$ cat config.mk
export PLATFORM = sky130hd
export DESIGN_NAME = mem_port_sched_flat
export DESIGN_NICKNAME = d
export VERILOG_FILES = /design/src/rtl/mem_port_sched_if.sv /design/src/rtl/mem_port_sched.sv /design/src/flat_wrapper.sv
export SDC_FILE = /design/constraint.sdc
export NUM_CORES = 1
export LEC_CHECK = 0
export ABC_AREA = 1
export CAP_MARGIN = 20
export CORE_MARGIN = 5
export CORE_UTILIZATION = 25
export DETAILED_ROUTE_END_ITERATION = 10
export SLEW_MARGIN = 25
export SYNTH_ARGS = -nofsm -noshare
export SYNTH_HDL_FRONTEND = slang
export SYNTH_SLANG_ARGS = --single-unit
$ cat constraint.sdc
create_clock -name clk -period 1.2 [get_ports clk]
set_input_delay 0.24 -clock clk [delete_from_list [all_inputs] [get_ports clk]]
set_output_delay 0.24 -clock clk [all_outputs]
set_load 0.02 [all_outputs]
$ cat src/rtl/mem_port_sched_if.sv
// mem_port_sched_if: pipeline-side requests/responses and memory handshake of the shared memory port.
interface mem_port_sched_if #(parameter int AW = 32, parameter int DW = 32);
  logic          if_req;
  logic [AW-1:0] if_adr;
  logic [DW-1:0] if_rdata;
  logic          dm_read;
  logic          dm_write;
  logic [AW-1:0] dm_adr;
  logic [DW-1:0] dm_wdata;
  logic [DW-1:0] dm_rdata;
  logic          pipe_stall;
  logic          mem_req;
  logic          mem_we;
  logic [AW-1:0] mem_adr;
  logic [DW-1:0] mem_wdata;
  logic [DW-1:0] mem_rdata;
  logic          mem_ack;
  modport master(
    input  if_req, if_adr, dm_read, dm_write, dm_adr, dm_wdata, mem_rdata, mem_ack,
    output if_rdata, dm_rdata, pipe_stall, mem_req, mem_we, mem_adr, mem_wdata
  );
  modport slave(
    output if_req, if_adr, dm_read, dm_write, dm_adr, dm_wdata, mem_rdata, mem_ack,
    input  if_rdata, dm_rdata, pipe_stall, mem_req, mem_we, mem_adr, mem_wdata
  );
endinterface

$ cat src/rtl/mem_port_sched.sv
// mem_port_sched: arbitrates fetch and load/store onto one memory port, stalling the pipeline until both complete.
// Define MEM_SCHED_IBUF_EN to add a one-entry fetch buffer that skips memory on a repeated fetch address.
module mem_port_sched #(
  parameter int AW = 32,
  parameter int DW = 32
) (
  input logic clk,
  input logic rst,
  mem_port_sched_if.master bus
);
  typedef enum logic [1:0] {IDLE, D_WAIT, F_WAIT, RESP} state_t;
  state_t state;
  logic d_done, f_done, d_need, f_need;
  assign d_need = (bus.dm_read | bus.dm_write) & ~d_done;
  assign f_need = bus.if_req & ~f_done;
  assign bus.pipe_stall = d_need | f_need;
`ifdef MEM_SCHED_IBUF_EN
  logic          buf_valid;
  logic [AW-1:0] buf_tag;
  logic [DW-1:0] buf_data;
  logic          buf_hit;
  assign buf_hit = buf_valid && buf_tag == bus.if_adr;
`endif
  always_ff @(posedge clk or negedge rst) begin
    if (!rst) begin
      state         <= IDLE;
      d_done        <= 1'b0;
      f_done        <= 1'b0;
      bus.mem_req   <= 1'b0;
      bus.mem_we    <= 1'b0;
      bus.mem_adr   <= '0;
      bus.mem_wdata <= '0;
      bus.if_rdata  <= '0;
      bus.dm_rdata  <= '0;
`ifdef MEM_SCHED_IBUF_EN
      buf_valid     <= 1'b0;
      buf_tag       <= '0;
      buf_data      <= '0;
`endif
    end else begin
      case (state)
        IDLE:
          if (d_need) begin
            bus.mem_req   <= 1'b1;
            bus.mem_we    <= bus.dm_write;
            bus.mem_adr   <= bus.dm_adr;
            bus.mem_wdata <= bus.dm_wdata;
            state         <= D_WAIT;
          end
`ifdef MEM_SCHED_IBUF_EN
          else if (f_need && buf_hit) begin
            bus.if_rdata <= buf_data;
            f_done       <= 1'b1;
            state        <= RESP;
          end
`endif
          else if (f_need) begin
            bus.mem_req <= 1'b1;
            bus.mem_we  <= 1'b0;
            bus.mem_adr <= bus.if_adr;
            state       <= F_WAIT;
          end
        D_WAIT:
          if (bus.mem_ack) begin
            bus.mem_req <= 1'b0;
            if (!bus.mem_we) bus.dm_rdata <= bus.mem_rdata;
`ifdef MEM_SCHED_IBUF_EN
            if (bus.mem_we) buf_valid <= 1'b0;
`endif
            d_done <= 1'b1;
            state  <= RESP;
          end
        F_WAIT:
          if (bus.mem_ack) begin
            bus.mem_req  <= 1'b0;
            bus.if_rdata <= bus.mem_rdata;
`ifdef MEM_SCHED_IBUF_EN
            buf_valid    <= 1'b1;
            buf_tag      <= bus.mem_adr;
            buf_data     <= bus.mem_rdata;
`endif
            f_done <= 1'b1;
            state  <= RESP;
          end
        default: state <= IDLE;
      endcase
      // an advancing pipeline starts a fresh cycle of requests
      if (!bus.pipe_stall) begin
        d_done <= 1'b0;
        f_done <= 1'b0;
      end
    end
  end
endmodule

$ cat src/flat_wrapper.sv
// flat-port wrapper written by rule: the top's interface ports become plain ports
module mem_port_sched_flat 
#(
  parameter int AW = 32,
  parameter int DW = 32
)
  (clk, rst, bus_if_req, bus_if_adr, bus_dm_read, bus_dm_write, bus_dm_adr, bus_dm_wdata, bus_mem_rdata, bus_mem_ack, bus_if_rdata, bus_dm_rdata, bus_pipe_stall, bus_mem_req, bus_mem_we, bus_mem_adr, bus_mem_wdata);
  mem_port_sched_if #(.AW(AW), .DW(DW)) bus_i ();
  input logic clk;
  input logic rst;
  input wire logic [$bits(bus_i.if_req)-1:0] bus_if_req;
  input wire logic [$bits(bus_i.if_adr)-1:0] bus_if_adr;
  input wire logic [$bits(bus_i.dm_read)-1:0] bus_dm_read;
  input wire logic [$bits(bus_i.dm_write)-1:0] bus_dm_write;
  input wire logic [$bits(bus_i.dm_adr)-1:0] bus_dm_adr;
  input wire logic [$bits(bus_i.dm_wdata)-1:0] bus_dm_wdata;
  input wire logic [$bits(bus_i.mem_rdata)-1:0] bus_mem_rdata;
  input wire logic [$bits(bus_i.mem_ack)-1:0] bus_mem_ack;
  output wire logic [$bits(bus_i.if_rdata)-1:0] bus_if_rdata;
  output wire logic [$bits(bus_i.dm_rdata)-1:0] bus_dm_rdata;
  output wire logic [$bits(bus_i.pipe_stall)-1:0] bus_pipe_stall;
  output wire logic [$bits(bus_i.mem_req)-1:0] bus_mem_req;
  output wire logic [$bits(bus_i.mem_we)-1:0] bus_mem_we;
  output wire logic [$bits(bus_i.mem_adr)-1:0] bus_mem_adr;
  output wire logic [$bits(bus_i.mem_wdata)-1:0] bus_mem_wdata;
  assign bus_i.if_req = bus_if_req;
  assign bus_i.if_adr = bus_if_adr;
  assign bus_i.dm_read = bus_dm_read;
  assign bus_i.dm_write = bus_dm_write;
  assign bus_i.dm_adr = bus_dm_adr;
  assign bus_i.dm_wdata = bus_dm_wdata;
  assign bus_i.mem_rdata = bus_mem_rdata;
  assign bus_i.mem_ack = bus_mem_ack;
  assign bus_if_rdata = bus_i.if_rdata;
  assign bus_dm_rdata = bus_i.dm_rdata;
  assign bus_pipe_stall = bus_i.pipe_stall;
  assign bus_mem_req = bus_i.mem_req;
  assign bus_mem_we = bus_i.mem_we;
  assign bus_mem_adr = bus_i.mem_adr;
  assign bus_mem_wdata = bus_i.mem_wdata;
  mem_port_sched #(.AW(AW), .DW(DW)) u_core (.clk(clk), .rst(rst), .bus(bus_i));
endmodule
; ---- Yosys cells after proc, flatten, opt, wreduce, memory -nomap -nowiden
; Index checks and enable logic that the tools add are counted.
[classes]
eq_ne = 7
mux = 17
n_bitwise = 7
n_reduce_logical = 12
[op_table]
columns = operator, n
row1 = two-way mux 32 bit, 2
row2 = AND reduction 2 bit, 6
row3 = two-way mux 1 bit, 10
row4 = two-way mux 2 bit, 3
row5 = "!= test 2 x 1 -> 1 bit, second input constant", 3
row6 = AND reduction 3 bit, 2
row7 = case mux 2 bit (2 select lines), 1
row8 = nonzero test 2 bit, 2
row9 = "!= test 3 x 1 -> 1 bit, second input constant", 1
row10 = NOT 1 bit, 3
row11 = bitwise AND 1 bit, 2
row12 = "equality test 2 x 1 -> 1 bit, second input constant", 1
row13 = "equality test 2 bit, second input constant", 1
row14 = zero test 2 bit, 1
row15 = "!= test 2 bit, second input constant", 1
row16 = OR 1 bit, 2
row17 = case mux 1 bit (2 select lines), 1
row18 = OR reduction 2 bit, 1
[totals]
ff_bits = 134
out_inout_bits = 131
wordCells = 52

; ---- Logic depth before layout (Yosys ltp)
[logic_depth]
depth_word = 5
mapped_depth = 9
depth_no_buf = 8

; ---- Worst setup path after synthesis
; Ideal clock, no wire load.
[synth_path]
path_kind = register -> register
from = register u_core.state[0]
to = register u_core.bus.mem_wdata[0]
arrival_ns = 1.198
required_ns = 1.084
slack_ns = -0.115
path_stages_with_launch = 7
path_buffers = 1
cell_sequence = dfrtp_1 > inv_1 > ha_1 > nand3_2 > clkbuf_1 > nand2_1 > nand2_1
[synth_between]
elab_chain_cells = 2
[synth_rtl]
columns = item, line_no
row1 = from (decl), mem_port_sched.sv:12  ; state_t state;
row2 = from (signal assigned), mem_port_sched.sv:26  ; state <= IDLE;
row3 = from (signal assigned), mem_port_sched.sv:48  ; state <= D_WAIT;
row4 = from (signal assigned), mem_port_sched.sv:61  ; state <= F_WAIT;
row5 = zero test 2 bit, mem_port_sched.sv:41  ; case (state)
row6 = AND reduction 2 bit (no line), --
row7 = to (signal assigned), mem_port_sched.sv:47  ; bus.mem_wdata <= bus.dm_wdata;
row8 = to (decl), mem_port_sched_if.sv:20  ; output if_rdata, dm_rdata, pipe_stall, mem_req, mem_we, mem_adr, mem_wdata
; Every way passes these cells.
; A chain may end at the register's enable or synchronous reset.

; ---- Worst setup path after layout
[layout_path]
from = register u_core.state[1]
to = register u_core.bus.mem_wdata[12]
; The elaborated chain is that of the path after synthesis.

==> results.cfg <==
[yosys]
synth_top_family_by_area = simple AND/OR/NAND/NOR gates
async_reset_ff_share_pct = 100
synthSimpleGateAreaFrac_pct = 26.6
ys_types = 17
synth_xor_area_share_pct = 0
yosysWarningCount = 0
synth_ff_type = dfrtp_1
synthMuxAreaShare_pct = 0
synthTopCellsByArea = dfrtp_1 61%, nand2_1 25%, o21ai_0 6.0%
synth_compound_area_share_pct = 6.15
yosys.area.top_type = dfrtp_1
ys_top_cells_by_count = 368 x nand2_1, 134 x dfrtp_1, 66 x o21ai_0, 42 x inv_1, 14 x clkbuf_1
seq_area_frac_synth_pct = 60.6
yosysTopAreaCellShare_pct = 60.6
postSynthAreaPerCell_um2 = 8.32
synth_nets = 805
synth_edf_count = 0
ys_ff_latch = 134
syn_inst = 666
syn_area_um2 = 5540
synthMostInstantiatedCell = nand2_1
synthAdderAreaFrac_pct = 1.13

[outcome]
violations = setup timing
outcome = finished with violations

[routing]
drt_wl_total_um = 22700
wl_per_cell_um = 16.7
drc = 0
first_pass_iters = 4
wl_met1_um = 9280
drt_iter0_markers = 286
top_layer_used = met4
ant_nets = 0
vias = 5862
dr_wl_met2_um = 11700
route.met3.wl_um = 1230
viasPerCell = 4.30

[finish]
fin_nets = 1210
n_fill_cell = 1936
diodes = 0
fin_area_um2 = 11800
layout.cells.non_filler = 1364
syn_to_final_growth_pct = 113
layout-drive-gt1-share_pct = 47.3

[grt]
grt_first_pass_wirelength_um = 30400
antenna_found_initial = 0
grt-ovfl-total = 0
grt_max_degree = 65
grt_pass1_vias = 5644
grtUsageTotal_pct = 14.9

[timing]
worst_slew_pin_slew_ns = 0.221
skew_ns = 0.00748
rsz0062_at_grt = yes
fin_ws_ns = -0.187
max_slew_margin_pct = 85.2
fin_crit_sh_pct = 116
hold_viol = 0
timing.hold.ws_ns = 0.232
period_needed_ns = 1.39
setup_viol_count_final = 162
finalMaxSlewViolations = 0
fmax_ghz = 0.721

[worst_setup_path]
crit_path_start_kind = flip-flop
cp.required_ns = 1.51
crit_type = flip-flop to flip-flop
cp-end-kind = flip-flop
path_max_fanout = 5
rrSetupSlack_ns = -0.19
arrival_ns = 1.69

[clock_tree]
cts_sinks = 134
cts_tree = yes
clk_pin_slew_worst_paths_ns = 0.06
clk_latency_ns = 0.42
numCtsBuffers = 17
clock_path_buffers = 2
cts-root-buf = clkbuf_16
htreeDepth = 4

[power_and_ir_drop]
peakVddDrop_v = 0.00116
power.density_nw_per_um2 = 2840
p_leak_nw = 6.01

[place]
io_buffer_count = 264
globalplace.congestion = 0.757
dp_cells = 1218
dp_slack_ns = -0.702
dpl_cell_area_um2 = 8870
dp_hpwl_um = 13200

[floorplan]
ios = 265
core_um2 = 21800
die_h_um = 159
die_x_um = 159
start_util_pct = 25.4
dieArea_um2 = 25200
row_count = 54

[run]
maxCapViolations = 0

[hold_path]
min_path_type = primary input to asynchronous set/reset pin
[routing by layer]
metal,GRT usage (%),up-vias
met5,0,-
met4,4.85,0
met3,4.59,36
met2,25.7,171
met1,17.5,2795
li1,-,2860
[through the flow]
stage | utilization, % | setup TNS [ns] | total power, mW
floorplan | - | -0.396 | 14.2
global placement | 40.6 | -43.06 | 20.8
detailed placement | 40.6 | -45.50 | 21.0
CTS | 46.0 | -11.87 | 28.4
global route | 54.1 | -24.95 | 35.5
finish | 54.1 | -13.57 | 33.6
[path summary, 6_finish.rpt]
check / startpoint / end / depth (start not counted)
worst max-delay path: u_core.state[1] / u_core.bus.mem_wdata[12] / 7
worst min-delay path: rst / u_core.bus.if_rdata[5] / 2
worst max register to register: u_core.state[1] / u_core.bus.mem_wdata[12] / 7
worst min register to register: u_core.bus.mem_adr[26] / u_core.bus.mem_adr[26] / 2
max in group asynchronous: rst / u_core.bus.mem_wdata[19] / 3
min in group clk: bus_dm_wdata[10] / u_core.bus.mem_wdata[10] / 3
[what timing repair did]
item	4_1_cts	5_1_grt
hold buffers	1	0
pin swaps	7	41
gates resized for setup	830	320
setup buffers	37	54
gates cloned	3	23
hold endpoints to repair	134	0
endpoints found under the setup margin	263	264
[where the power goes]
group	leakage (nW)	internal, mW	switching (mW)
Combinational	4.05	10.5	9.62
Clock	0.281	2.90	2.22
Sequential	1.68	6.66	1.73
[layout by cell type, fill, tap and decap left out, types with 2 or more instances in the layout]
cell type / instances
o21ai_1: 35
inv_6: 7
nand2_8: 4
inv_2: 6
nor2_1: 3
inv_1: 37
buf_12: 18
ha_4: 4
clkinv_4: 3
buf_8: 3
a21oi_1: 2
nor2_4: 3
nand2_4: 58
clkinv_2: 3
clkbuf_16: 33
o21ai_2: 31
buf_4: 99
dfrtp_1: 134
nand2_2: 88
clkdlybuf4s50_1: 132
nand2_1: 224
buf_16: 3
buf_6: 143
[kinds of logic (layout without fill, tap and decap cells)]
kind of cell | after synthesis | in the layout
DFF | 134 | 134
and+or+nand+nor | 384 | 385
buffers and inverters | 75 | 492
AOI/OAI and AO/OA | 68 | 68
adders and majority gates | 5 | 5
[critical path, stage by stage (launching register included)]
cell and delay, ns:
dfrtp_1 0.40, inv_2 0.10, ha_4 0.18, nand3_4 0.14, buf_12 0.19, clkbuf_16 0.17
nand2_4 0.06, nand2_2 0.04
[area by class of cell]
cell class,instances,area [um^2],share of cell area (%)
flip-flops and latches,134,3350,28.4
clock buffers,17,425,3.60
inverters,45,186,1.58
repair buffers,415,4570,38.7
well taps,280,350,2.97
multi-input cells,458,2780,23.6
clock inverters,15,143,1.21
[sequential cells by signal (all words and copies together), names as in the netlist]
name                  flops
u_core.bus.mem_we         1
u_core.bus.mem_req        1
u_core.f_done             1
u_core.bus.mem_wdata     32
u_core.bus.if_rdata      32
u_core.state              2
u_core.bus.mem_adr       32
u_core.bus.dm_rdata      32
u_core.d_done             1
Note: power is estimated with default switching activity, not from simulation.
